==> config.mk <==
export PLATFORM = sky130hd
export DESIGN_NAME = adc_scan_ctrl_flat
export DESIGN_NICKNAME = d
export VERILOG_FILES = /design/src/rtl/adc_scan_ctrl_if.sv /design/src/rtl/adc_scan_ctrl.sv /design/src/flat_wrapper.sv
export SDC_FILE = /design/constraint.sdc
export NUM_CORES = 1
export LEC_CHECK = 0
export ABC_AREA = 1
export CAP_MARGIN = 20
export CORE_MARGIN = 2
export CORE_UTILIZATION = 25
export CTS_BUF_LIST = sky130_fd_sc_hd__clkbuf_16
export DETAILED_ROUTE_END_ITERATION = 7
export PLACE_DENSITY = 0.53
export REMOVE_ABC_BUFFERS = 1
export SLEW_MARGIN = 0
export SYNTH_ARGS = -nofsm -noshare
export SYNTH_HDL_FRONTEND = slang
export SYNTH_SLANG_ARGS = --single-unit
==> constraint.sdc <==
create_clock -name sys_clk -period 2.46 [get_ports sys_clk]
set_input_delay 0.369 -clock sys_clk [delete_from_list [all_inputs] [get_ports sys_clk]]
set_output_delay 0.369 -clock sys_clk [all_outputs]
set_load 0.1 [all_outputs]
==> src/rtl/adc_scan_ctrl_if.sv <==
// ---------------------------------------------------------------------------
// Module   : adc_scan_ctrl_if
// Brief    : req/done handshake between the scan controller and ADC driver.
// Revision : 1.0
// ---------------------------------------------------------------------------
`default_nettype none

interface adc_scan_ctrl_if;
  logic       adc_req;
  logic [1:0] adc_ch;
  logic       adc_done;
  logic       adc_err;
  logic [7:0] adc_data;

  modport master (
    output adc_req,
    output adc_ch,
    input  adc_done,
    input  adc_err,
    input  adc_data
  );

  modport slave (
    input  adc_req,
    input  adc_ch,
    output adc_done,
    output adc_err,
    output adc_data
  );
endinterface

`default_nettype wire

==> src/rtl/adc_scan_ctrl.sv <==
// ---------------------------------------------------------------------------
// Module   : adc_scan_ctrl
// Brief    : Round-robin 4-channel ADC conversion scheduler with result store.
// Revision : 1.0
// ---------------------------------------------------------------------------
`default_nettype none

module adc_scan_ctrl #(
  parameter int SYS_CLK     = 50_000_000,
  parameter int SCAN_HZ     = 1_000,
  parameter int TIMEOUT_CYC = 200_000
) (
  input  logic                   sys_clk,
  input  logic                   sys_rst,
  input  logic                   scan_en,
  input  logic [3:0]             ch_mask,
  adc_scan_ctrl_if.master        adc,
  output logic [31:0]            ch_data,
  output logic [3:0]             data_valid,
  output logic [7:0]             err_cnt,
  output logic                   busy
);

  localparam int TICK_DIV = SYS_CLK / SCAN_HZ;
  localparam int TICK_W   = (TICK_DIV > 1) ? $clog2(TICK_DIV) : 1;
  localparam int TO_W     = (TIMEOUT_CYC > 1) ? $clog2(TIMEOUT_CYC) : 1;
  localparam logic [TICK_W-1:0] C_TICK_LAST = TICK_W'(TICK_DIV - 1);
  localparam logic [TO_W-1:0]   C_TO_LAST   = TO_W'(TIMEOUT_CYC - 1);

  typedef enum logic [2:0] {
    ST_IDLE      = 3'd0,
    ST_WAIT_TICK = 3'd1,
    ST_SELECT    = 3'd2,
    ST_REQ       = 3'd3,
    ST_STORE     = 3'd4,
    ST_ERROR     = 3'd5
  } state_t;

  state_t              r_state;
  state_t              w_next;
  logic [TICK_W-1:0]   r_tick;
  logic [TO_W-1:0]     r_to;
  logic [1:0]          r_ptr;
  logic [1:0]          r_ch;
  logic [31:0]         r_data;
  logic [3:0]          r_valid;
  logic [7:0]          r_err;
  logic [1:0]          w_pick;
  logic                w_pick_found;
  logic [1:0]          w_idx;
  logic                w_done_ok;
  logic                w_done_bad;

  // Scan ptr+4 down to ptr+1 so the nearest set bit after ptr wins; ptr+4 == ptr.
  always_comb begin
    w_pick       = r_ptr;
    w_pick_found = 1'b0;
    w_idx        = r_ptr;
    for (int i = 4; i >= 1; i--) begin
      w_idx = r_ptr + 2'(i);
      if (ch_mask[w_idx]) begin
        w_pick       = w_idx;
        w_pick_found = 1'b1;
      end
    end
  end

  assign w_done_ok  = (r_state == ST_REQ) && adc.adc_done && !adc.adc_err;
  assign w_done_bad = (r_state == ST_REQ) && adc.adc_done &&  adc.adc_err;

  always_comb begin
    w_next = r_state;
    unique case (r_state)
      ST_IDLE: begin
        if (scan_en && (ch_mask != 4'b0000)) w_next = ST_WAIT_TICK;
      end
      ST_WAIT_TICK: begin
        if (!scan_en)                   w_next = ST_IDLE;
        else if (r_tick == C_TICK_LAST) w_next = ST_SELECT;
      end
      ST_SELECT: begin
        w_next = w_pick_found ? ST_REQ : ST_IDLE;
      end
      ST_REQ: begin
        // A done in the timeout cycle takes priority over the timeout.
        if (w_done_ok)               w_next = ST_STORE;
        else if (w_done_bad)         w_next = ST_ERROR;
        else if (r_to == C_TO_LAST)  w_next = ST_ERROR;
      end
      ST_STORE, ST_ERROR: begin
        w_next = scan_en ? ST_WAIT_TICK : ST_IDLE;
      end
      default: w_next = ST_IDLE;
    endcase
  end

  always_ff @(posedge sys_clk or negedge sys_rst) begin
    if (!sys_rst) begin
      r_state <= ST_IDLE;
      r_tick  <= '0;
      r_to    <= '0;
      r_ptr   <= 2'd3;
      r_ch    <= 2'd0;
      r_data  <= 32'h0;
      r_valid <= 4'h0;
      r_err   <= 8'h0;
    end else begin
      r_state <= w_next;
      r_tick  <= (r_state == ST_WAIT_TICK) ? r_tick + 1'b1 : '0;
      r_to    <= (r_state == ST_REQ) ? r_to + 1'b1 : '0;
      r_valid <= 4'h0;
      if ((r_state == ST_SELECT) && w_pick_found) begin
        r_ptr <= w_pick;
        r_ch  <= w_pick;
      end
      // Slot and its valid pulse become visible together during the STORE cycle.
      if (w_done_ok) begin
        r_data[{r_ptr, 3'b000} +: 8] <= adc.adc_data;
        r_valid[r_ptr]               <= 1'b1;
      end
      if ((r_state == ST_ERROR) && (r_err != 8'hFF)) begin
        r_err <= r_err + 8'd1;
      end
    end
  end

  assign adc.adc_req = (r_state == ST_REQ);
  assign adc.adc_ch  = r_ch;
  assign ch_data     = r_data;
  assign data_valid  = r_valid;
  assign err_cnt     = r_err;
  assign busy        = (r_state == ST_SELECT) || (r_state == ST_REQ) ||
                       (r_state == ST_STORE)  || (r_state == ST_ERROR);

endmodule

`default_nettype wire

==> src/flat_wrapper.sv <==
// flat-port wrapper written by rule: the top's interface ports become plain ports
module adc_scan_ctrl_flat 
#(
  parameter int SYS_CLK     = 50_000_000,
  parameter int SCAN_HZ     = 1_000,
  parameter int TIMEOUT_CYC = 200_000
)
  (sys_clk, sys_rst, scan_en, ch_mask, ch_data, data_valid, err_cnt, busy, adc_adc_req, adc_adc_ch, adc_adc_done, adc_adc_err, adc_adc_data);
  adc_scan_ctrl_if adc_i ();
  input  logic sys_clk;
  input  logic sys_rst;
  input  logic scan_en;
  input  logic [3:0] ch_mask;
  output logic [31:0] ch_data;
  output logic [3:0] data_valid;
  output logic [7:0] err_cnt;
  output logic busy;
  output wire logic [$bits(adc_i.adc_req)-1:0] adc_adc_req;
  output wire logic [$bits(adc_i.adc_ch)-1:0] adc_adc_ch;
  input wire logic [$bits(adc_i.adc_done)-1:0] adc_adc_done;
  input wire logic [$bits(adc_i.adc_err)-1:0] adc_adc_err;
  input wire logic [$bits(adc_i.adc_data)-1:0] adc_adc_data;
  assign adc_adc_req = adc_i.adc_req;
  assign adc_adc_ch = adc_i.adc_ch;
  assign adc_i.adc_done = adc_adc_done;
  assign adc_i.adc_err = adc_adc_err;
  assign adc_i.adc_data = adc_adc_data;
  adc_scan_ctrl #(.SYS_CLK(SYS_CLK), .SCAN_HZ(SCAN_HZ), .TIMEOUT_CYC(TIMEOUT_CYC)) u_core (.sys_clk(sys_clk), .sys_rst(sys_rst), .scan_en(scan_en), .ch_mask(ch_mask), .adc(adc_i), .ch_data(ch_data), .data_valid(data_valid), .err_cnt(err_cnt), .busy(busy));
endmodule
==> flow_summary.yaml, run 1 <==
run_status:
  outcome: "completed"
hold_path:
  hold_path_class: "reg -> reg"
timing:
  finalHoldViolations: 0
  clock_skew_ns: 0.00993
  finalCritPeriodShare_pct: 81.2
  finalSetupViolations: 0
  slew_headroom_pct: 66.1
  timing.final.max_slew_violations: 0
  fmaxAchievable_mhz: 501
  worst_pin_slew_ns: 0.508
  period_minus_slack_ns: 2.00
  rsz0062_at_grt: "false"
  totalNegativeSetupSlack_ns: 0
synth:
  synthCells: 533
  syn_area_per_cell_sq_um: 8.17
  ys_seq_elements: 85
  netlist_area_sq_um: 4360
  yosysWarnings: 0
  ys_seq_area_share_pct: 48.9
  netlist-cell-type-count: 28
clock_tree:
  cts_root_buf: "clkbuf_16"
  cts.clk_slew.worst_paths_ns: 0.06
  cts_max_path_buffers: 2
  cts_setup_buffers: 0
  cts.sinks: 85
  numCtsBuffers: 9
  h-tree-depth: 3
  cts_tree: "built"
  insertion_delay_ns: 0.35
worst_setup_path:
  end_kind: "output pin"
  start_kind: "flop"
  cp.arrival_ns: 1.63
  critPathKind: "reg -> out"
  cp.required_ns: 2.09
  crit_fanout: 12
grt:
  grt_pass1_wl_microns: 18200
  grt_overflow: 0
  grt_start_max_net_pins: 59
  grt_pass1_vias: 3754
  antenna_found_initial: 0
  grt_usage_pct: 12.5
route:
  wl_microns: 10600
  num_vias: 3700
  dr.pass1.iters: 4
  first_iter_violations: 257
  drtAntennaViolNets: 0
  drc: 0
  post_drt_wl_per_cell_microns: 12.8
  routed_via_density: 4.44
layout:
  syn_to_final_growth_pct: 25.7
  final_cell_mix: "nand2_1, dfrtp_1, nor2_1"
  drive_above_1_share_pct: 15.3
  fin_area_sq_um: 5470
  mostFrequentLayoutCell: "nand2_1"
  final_nets: 632
  multiInputGateArea_sq_um: 1940
  fill_cells: 1878
  n_antenna_cell: 0
  seqCellArea_sq_um: 2130
flow_run:
  maxCapViolCount: 0
floorplan:
  die_w_microns: 136
  die_area_sq_um: 18500
  num_rows: 48
  die_h_microns: 136
  pin_count: 65
  start_util_pct: 25.4
  coreArea_sq_um: 17200
place:
  hpwl_microns: 7550
  port_buffers: 64
  dpl_cell_area_sq_um: 5160
  place.gp.congestion: 0.846
pwr:
  leakagePower_nw: 2.71
  p_per_area_nw_per_um2: 994
  ir_drop_mv: 0.953
-- sequential cells by signal (all words and copies together), names as in the netlist --
name	flops
u_core.data_valid	4
u_core.r_tick	16
u_core.r_ptr	2
u_core.err_cnt	8
u_core.r_to	18
u_core.r_state	3
u_core.adc.adc_ch	2
u_core.ch_data	32
-- cell type report --
cell class	count	share of cell area, %
inverters	60	4.12
flip-flops and latches	85	38.9
repair buffers	70	11.0
multi-input cells	377	35.4
clock inverters	7	1.33
clock buffers	9	4.12
well taps	225	5.14
-- power breakdown --
part	internal (W)	switching, W
Clock	0.000791	0.000595
Sequential	0.00158	0.000142
Combinational	0.000524	0.00181
-- worst max-delay path, cell delays in order, from the launching register on --
cell and delay (ns):
dfrtp_1 0.43, inv_2 0.09, nand3_2 0.23, inv_2 0.14, buf_4 0.20, buf_12 0.19
-- metal layers --
metal | wire, microns | track usage [%] | vias up
met4 | 82 | 3.82 | 0
met5 | 0 | 0 | -
met2 | 4780 | 19.1 | 92
met3 | 823 | 5.18 | 6
li1 | - | - | 1875
met1 | 4950 | 16.2 | 1727
-- kinds of logic (layout without fill, tap and decap cells) --
group           Yosys count  in the layout  share of synthesized area, %
xor+xnor                 17             17                          3.42
buf+inv                  71            146                          6.66
simple gates            278            278                          29.5
flops                    85             85                          48.9
fa+ha+maj                12             12                          3.45
compound gates           70             70                          8.07
-- Yosys cell counts --
cell type | instances | share of area [%]
ha_1 | 12 | 3.4
a31oi_1 | 1 | 0.14
inv_1 | 53 | 4.6
a21oi_1 | 18 | 2.1
nor3_2 | 4 | 0.92
buf_6 | 2 | 0.52
o21ai_1 | 12 | 1.4
nand3_1 | 45 | 5.2
inv_2 | 6 | 0.52
clkinv_1 | 1 | 0.086
dfrtp_1 | 83 | 48
nor2_4 | 1 | 0.26
nand2_1 | 125 | 11
dfstp_2 | 2 | 1.2
xor2_1 | 10 | 2.0
buf_2 | 4 | 0.46
nor3_1 | 11 | 1.3
o21ai_0 | 39 | 4.5
nand2_2 | 2 | 0.29
nand4_1 | 21 | 3.0
nor3_4 | 1 | 0.37
buf_4 | 1 | 0.17
xnor2_1 | 7 | 1.4
nor2_8 | 3 | 1.4
nor2_2 | 3 | 0.43
nor2_1 | 60 | 5.2
clkbuf_1 | 4 | 0.34
nand3_2 | 2 | 0.46
-- stage by stage --
stage / power (W) / hold slack [ns] / worst slack (ns) / instances / util (%)
finish: 0.00544 / 0.465 / 0.463 / 833 / 31.9
global route: 0.00578 / 0.505 / 0.337 / 833 / 31.9
CTS: 0.00551 / 0.472 / 0.450 / 833 / 31.9
detailed placement: 0.00409 / 0.328 / 0.487 / 816 / 30.1
global placement: 0.00407 / 0.316 / 0.541 / 816 / 30.1
floorplan: 0.00345 / 0.0734 / 0.293 / 522 / -
-- final timing paths --
check	start	to	slack [ns]	depth (start not counted)
worst min register to register	u_core.r_tick[0]	u_core.r_tick[0]	0.47	1
worst max register to register	u_core.r_ptr[1]	u_core.ch_data[1]	0.61	5
worst min-delay path	u_core.r_tick[0]	u_core.r_tick[0]	0.47	1
worst max-delay path	u_core.r_state[2]	adc_adc_req	0.46	5
max in group asynchronous	sys_rst	u_core.r_ptr[1]	1.31	3
min in group asynchronous	sys_rst	u_core.ch_data[10]	0.48	2
-- what timing repair did --
action,4_1_cts,5_1_grt
endpoints found under the setup margin,0,0
hold buffers,1,0
resized for setup,0,0
hold endpoints to repair,27,0
Power figures use the tool's default switching activity.
==> inputs of run 2 (changes only) <==
--- a/config.mk
+++ b/config.mk
@@ -11,7 +11,7 @@
 export CORE_UTILIZATION = 25
 export CTS_BUF_LIST = sky130_fd_sc_hd__clkbuf_16
 export DETAILED_ROUTE_END_ITERATION = 7
-export PLACE_DENSITY = 0.53
+export PLACE_DENSITY = 0.55
 export REMOVE_ABC_BUFFERS = 1
 export SLEW_MARGIN = 0
 export SYNTH_ARGS = -nofsm -noshare
==> constraint.sdc (replaced) <==
create_clock -name sys_clk -period 1.8 [get_ports sys_clk]
set_input_delay 0.27 -clock sys_clk [delete_from_list [all_inputs] [get_ports sys_clk]]
set_output_delay 0.27 -clock sys_clk [all_outputs]
set_load 0.1 [all_outputs]
==> flow_summary.yaml, run 2 (synthesized netlist as in run 1, its figures left out) <==
run_status:
  outcome: "completed"
clock_tree:
  numCtsBuffers: 9
  cts.sinks: 85
  cts_root_buf: "clkbuf_16"
  cts.clk_slew.worst_paths_ns: 0.07
  cts_max_path_buffers: 2
  insertion_delay_ns: 0.35
  cts_tree: "built"
  h-tree-depth: 3
grt:
  grt_pass1_vias: 3705
  grt_start_max_net_pins: 40
  grt_usage_pct: 12.8
  grt_pass1_wl_microns: 18700
  antenna_found_initial: 0
  grt_overflow: 0
timing:
  period_minus_slack_ns: 1.74
  finalHoldViolations: 0
  fin_hold_ws_ns: 0.397
  rsz0062_at_grt: "true"
  slew_headroom_pct: 73.8
  timing.final.max_slew_violations: 0
  totalNegativeSetupSlack_ns: 0
  setup_slack_ns: 0.0615
  finalCritPeriodShare_pct: 96.6
  clock_skew_ns: 0.0105
  worst_pin_slew_ns: 0.393
  finalSetupViolations: 0
  fmaxAchievable_mhz: 575
worst_setup_path:
  cp.arrival_ns: 1.47
  startpoint: "u_core.r_state[1]"
  critPathKind: "reg -> out"
  crit_fanout: 4
  end_kind: "output pin"
  reg2reg_from: "u_core.r_ptr[1]"
  cp.required_ns: 1.53
  start_kind: "flop"
layout:
  n_antenna_cell: 0
  mostFrequentLayoutCell: "nand2_1"
  multiInputGateArea_sq_um: 1950
  fin_cells: 848
  final_nets: 647
  seqCellArea_sq_um: 2130
  syn_to_final_growth_pct: 33.3
  largest_register_ffs: 32
  fill_cells: 1833
  final_util_pct: 33.8
  final_cell_mix: "nand2_1, dfrtp_1, nor2_1"
  drive_above_1_share_pct: 17.7
floorplan:
  die_area_sq_um: 18500
  pin_count: 65
  start_util_pct: 25.4
  num_rows: 48
  coreArea_sq_um: 17200
  die_w_microns: 136
  die_h_microns: 136
route:
  drtAntennaViolNets: 0
  first_iter_violations: 192
  num_vias: 3719
  wl_microns: 11000
  routed_via_density: 4.39
  post_drt_wl_per_cell_microns: 12.9
  dr.pass1.iters: 4
  drc: 0
flow_run:
  maxCapViolCount: 0
hold_path:
  hold_path_class: "in -> async"
pwr:
  leakagePower_nw: 2.83
  p_per_area_nw_per_um2: 1340
  ir_drop_mv: 1.13
place:
  hpwl_microns: 7790
  port_buffers: 64
  place.gp.congestion: 0.851
  post-place-ws_ns: 0.0147
  dp_cells: 830
## run 2: what timing repair did
action / in CTS / in global routing
setup endpoints to repair: 2 / 4
resized for setup: 1 / 3
setup buffers: 1 / 0
pin swaps: 0 / 0
hold buffers: 1 / 0
endpoints found under the hold margin: 24 / 0
## run 2: final cells by class
| cell class | count | area share (%) |
|---|---|---|
| Inverter | 60 | 3.88 |
| Clock inverter | 7 | 0.927 |
| Clock buffer | 9 | 3.88 |
| Tap cell | 225 | 4.85 |
| Timing Repair Buffer | 85 | 16.3 |
| Multi-Input combinational cell | 377 | 33.5 |
| Sequential cell | 85 | 36.7 |
## run 2: path summary, 6_finish.rpt
path | cells past startpoint | end | slack [ns]
min in group sys_clk | 1 | u_core.r_tick[0] | 0.46
worst min-delay path | 2 | u_core.r_tick[11] | 0.40
max in group asynchronous | 3 | u_core.r_ptr[0] | 0.82
worst max register to register | 9 | u_core.adc.adc_ch[0] | 0.21
worst min register to register | 1 | u_core.r_tick[0] | 0.46
worst max-delay path | 4 | busy | 0.06
## run 2: critical path, cell delays in order (launching register included)
cell,delay [ns]
dfrtp_2,0.41
inv_1,0.09
ha_1,0.33
inv_1,0.11
buf_12,0.18
## run 2: through the flow
stage          area [sq um]  power [W]
5_1_grt                5810    0.00823
2_1_floorplan          4290    0.00472
3_5_place_dp           5500    0.00596
3_3_place_gp           5500    0.00597
4_1_cts                5800    0.00784
6_report               5810    0.00776
## run 2: routing by layer
metal	vias up	GRT usage, %	wire length, microns
met5	-	0	0
met4	0	4.63	172
met3	14	3.17	600
met2	85	19.4	4890
met1	1716	17.7	5290
li1	1904	-	-
## run 2: power breakdown
group          switching [W]  internal [W]  total, W
Clock               0.000846      0.000951   0.00180
Combinational        0.00254       0.00104   0.00357
Sequential          0.000229       0.00216   0.00238
Total                0.00361       0.00414   0.00776
==> inputs of run 3 (changes only) <==
--- a/config.mk
+++ b/config.mk
@@ -7,13 +7,13 @@
 export LEC_CHECK = 0
 export ABC_AREA = 1
 export CAP_MARGIN = 20
-export CORE_MARGIN = 2
+export CORE_MARGIN = 1
 export CORE_UTILIZATION = 25
 export CTS_BUF_LIST = sky130_fd_sc_hd__clkbuf_16
 export DETAILED_ROUTE_END_ITERATION = 7
 export PLACE_DENSITY = 0.55
 export REMOVE_ABC_BUFFERS = 1
-export SLEW_MARGIN = 0
+export SLEW_MARGIN = 10
 export SYNTH_ARGS = -nofsm -noshare
 export SYNTH_HDL_FRONTEND = slang
 export SYNTH_SLANG_ARGS = --single-unit
==> flow_summary.yaml, run 3 (synthesized netlist as in run 1, its figures left out) <==
run_status:
  outcome: "completed"
route:
  drtAntennaViolNets: 0
  wl_microns: 10800
  routed_via_density: 4.55
  num_vias: 3806
  first_iter_violations: 196
  dr.pass1.iters: 5
  drc: 0
  post_drt_wl_per_cell_microns: 13.0
clock_tree:
  cts.clk_slew.worst_paths_ns: 0.06
  cts.sinks: 85
  h-tree-depth: 3
  cts_root_buf: "clkbuf_16"
  numCtsBuffers: 9
  insertion_delay_ns: 0.34
  cts_tree: "built"
  cts_max_path_buffers: 2
grt:
  grt_overflow: 0
  grt_pass1_vias: 3789
  grt_start_max_net_pins: 40
  grt_pass1_wl_microns: 18300
  grt_usage_pct: 12.9
  antenna_found_initial: 0
hold_path:
  hold_path_class: "in -> async"
layout:
  mostFrequentLayoutCell: "nand2_1"
  n_antenna_cell: 0
  multiInputGateArea_sq_um: 1940
  drive_above_1_share_pct: 16.9
  final_nets: 641
  seqCellArea_sq_um: 2130
  final_cell_mix: "nand2_1, dfrtp_1, nor2_1"
  syn_to_final_growth_pct: 32.9
  largest_register_ffs: 32
  fill_cells: 1745
timing:
  finalSetupViolations: 0
  finalHoldViolations: 0
  worst_pin_slew_ns: 0.405
  fmaxAchievable_mhz: 591
  timing.final.max_slew_violations: 0
  period_minus_slack_ns: 1.69
  totalNegativeSetupSlack_ns: 0
  slew_headroom_pct: 73.0
  clock_skew_ns: 0.00593
  setup_slack_ns: 0.109
  rsz0062_at_grt: "false"
  finalCritPeriodShare_pct: 93.9
worst_setup_path:
  critPathKind: "reg -> out"
  regToRegEndpoint: "u_core.ch_data[18]"
  start_kind: "flop"
  reg2reg_from: "u_core.r_ptr[0]"
  end_kind: "output pin"
  ff2ff_setup_slack_ns: 0.16
  cp.required_ns: 1.53
  cp.arrival_ns: 1.42
  crit_fanout: 5
  reg2reg_depth: 7
pwr:
  p_per_area_nw_per_um2: 1340
  leakagePower_nw: 2.82
  ir_drop_mv: 0.970
place:
  place.gp.congestion: 0.869
  post-place-ws_ns: 0.0761
  hpwl_microns: 7860
  port_buffers: 64
floorplan:
  die_h_microns: 134
  num_rows: 47
  die_w_microns: 134
  start_util_pct: 25.9
  pin_count: 65
  die_area_sq_um: 18000
  coreArea_sq_um: 16800
flow_run:
  maxCapViolCount: 0
run 3: changes by cell type in the layout (fill, tap and decap cells not counted):
cell and delta:
nor3_4 +1, inv_6 -4, nor3_2 -1, buf_12 +2
buf_4 -7, nand3_4 -1, nand3_2 +1, clkinvlp_4 -1
inv_2 +1, clkinv_4 +2, buf_6 -1, bufinv_16 +1
clkinv_2 +1
run 3: per-layer routing:
metal	vias up	GRT usage, %	routed length, microns
li1	1890	-	-
met1	1809	16.2	4930
met2	99	20.6	5020
met3	8	5.22	771
met4	0	3.41	122
met5	-	0	0
run 3: area by class of cell:
type | instances | share of cell area [%]
multi-input cells | 377 | 33.6
well taps | 220 | 4.75
repair buffers | 79 | 15.9
clock buffers | 9 | 3.89
inverters | 60 | 3.89
clock inverters | 7 | 1.17
flip-flops and latches | 85 | 36.8
run 3: how the worst max path moves through the flow:
stage,startpoint,end
6_report,u_core.r_state[1],busy
5_1_grt,u_core.r_ptr[1],u_core.adc.adc_ch[0]
4_1_cts,u_core.r_state[1],busy
3_5_place_dp,adc_adc_done,u_core.ch_data[25]
3_3_place_gp,adc_adc_done,u_core.ch_data[7]
2_1_floorplan,u_core.r_state[2],u_core.ch_data[0]
run 3: worst max-delay path, cell delays in order (launching register included):
cell     delay [ns]
dfrtp_2        0.42
inv_2          0.06
ha_1           0.29
inv_1          0.12
buf_12         0.19
run 3: report_power, final:
group | leakage, nW | switching, W | total, W | internal (W)
Sequential | 1.17 | 0.000222 | 0.00238 | 0.00216
Combinational | 1.51 | 0.00253 | 0.00355 | 0.00102
Clock | 0.144 | 0.000763 | 0.00183 | 0.00107
Total | 2.82 | 0.00351 | 0.00776 | 0.00425
run 3: metrics by stage:
step / hold slack (ns) / total power (W) / instance area (sq um) / instances / utilization [%]
2_1_floorplan: -0.0256 / 0.00472 / 4290 / 522 / -
3_3_place_gp: 0.221 / 0.00588 / 5480 / 820 / 32.6
5_1_grt: 0.423 / 0.00822 / 5790 / 837 / 34.4
3_5_place_dp: 0.227 / 0.00593 / 5480 / 820 / 32.6
4_1_cts: 0.407 / 0.00781 / 5780 / 837 / 34.4
6_report: 0.397 / 0.00776 / 5790 / 837 / 34.4
run 3: what timing repair did:
item,4_1_cts,5_1_grt
hold endpoints to repair,25,0
gates resized for setup,0,4
setup buffers,0,0
hold buffers,1,0
endpoints found under the setup margin,0,10
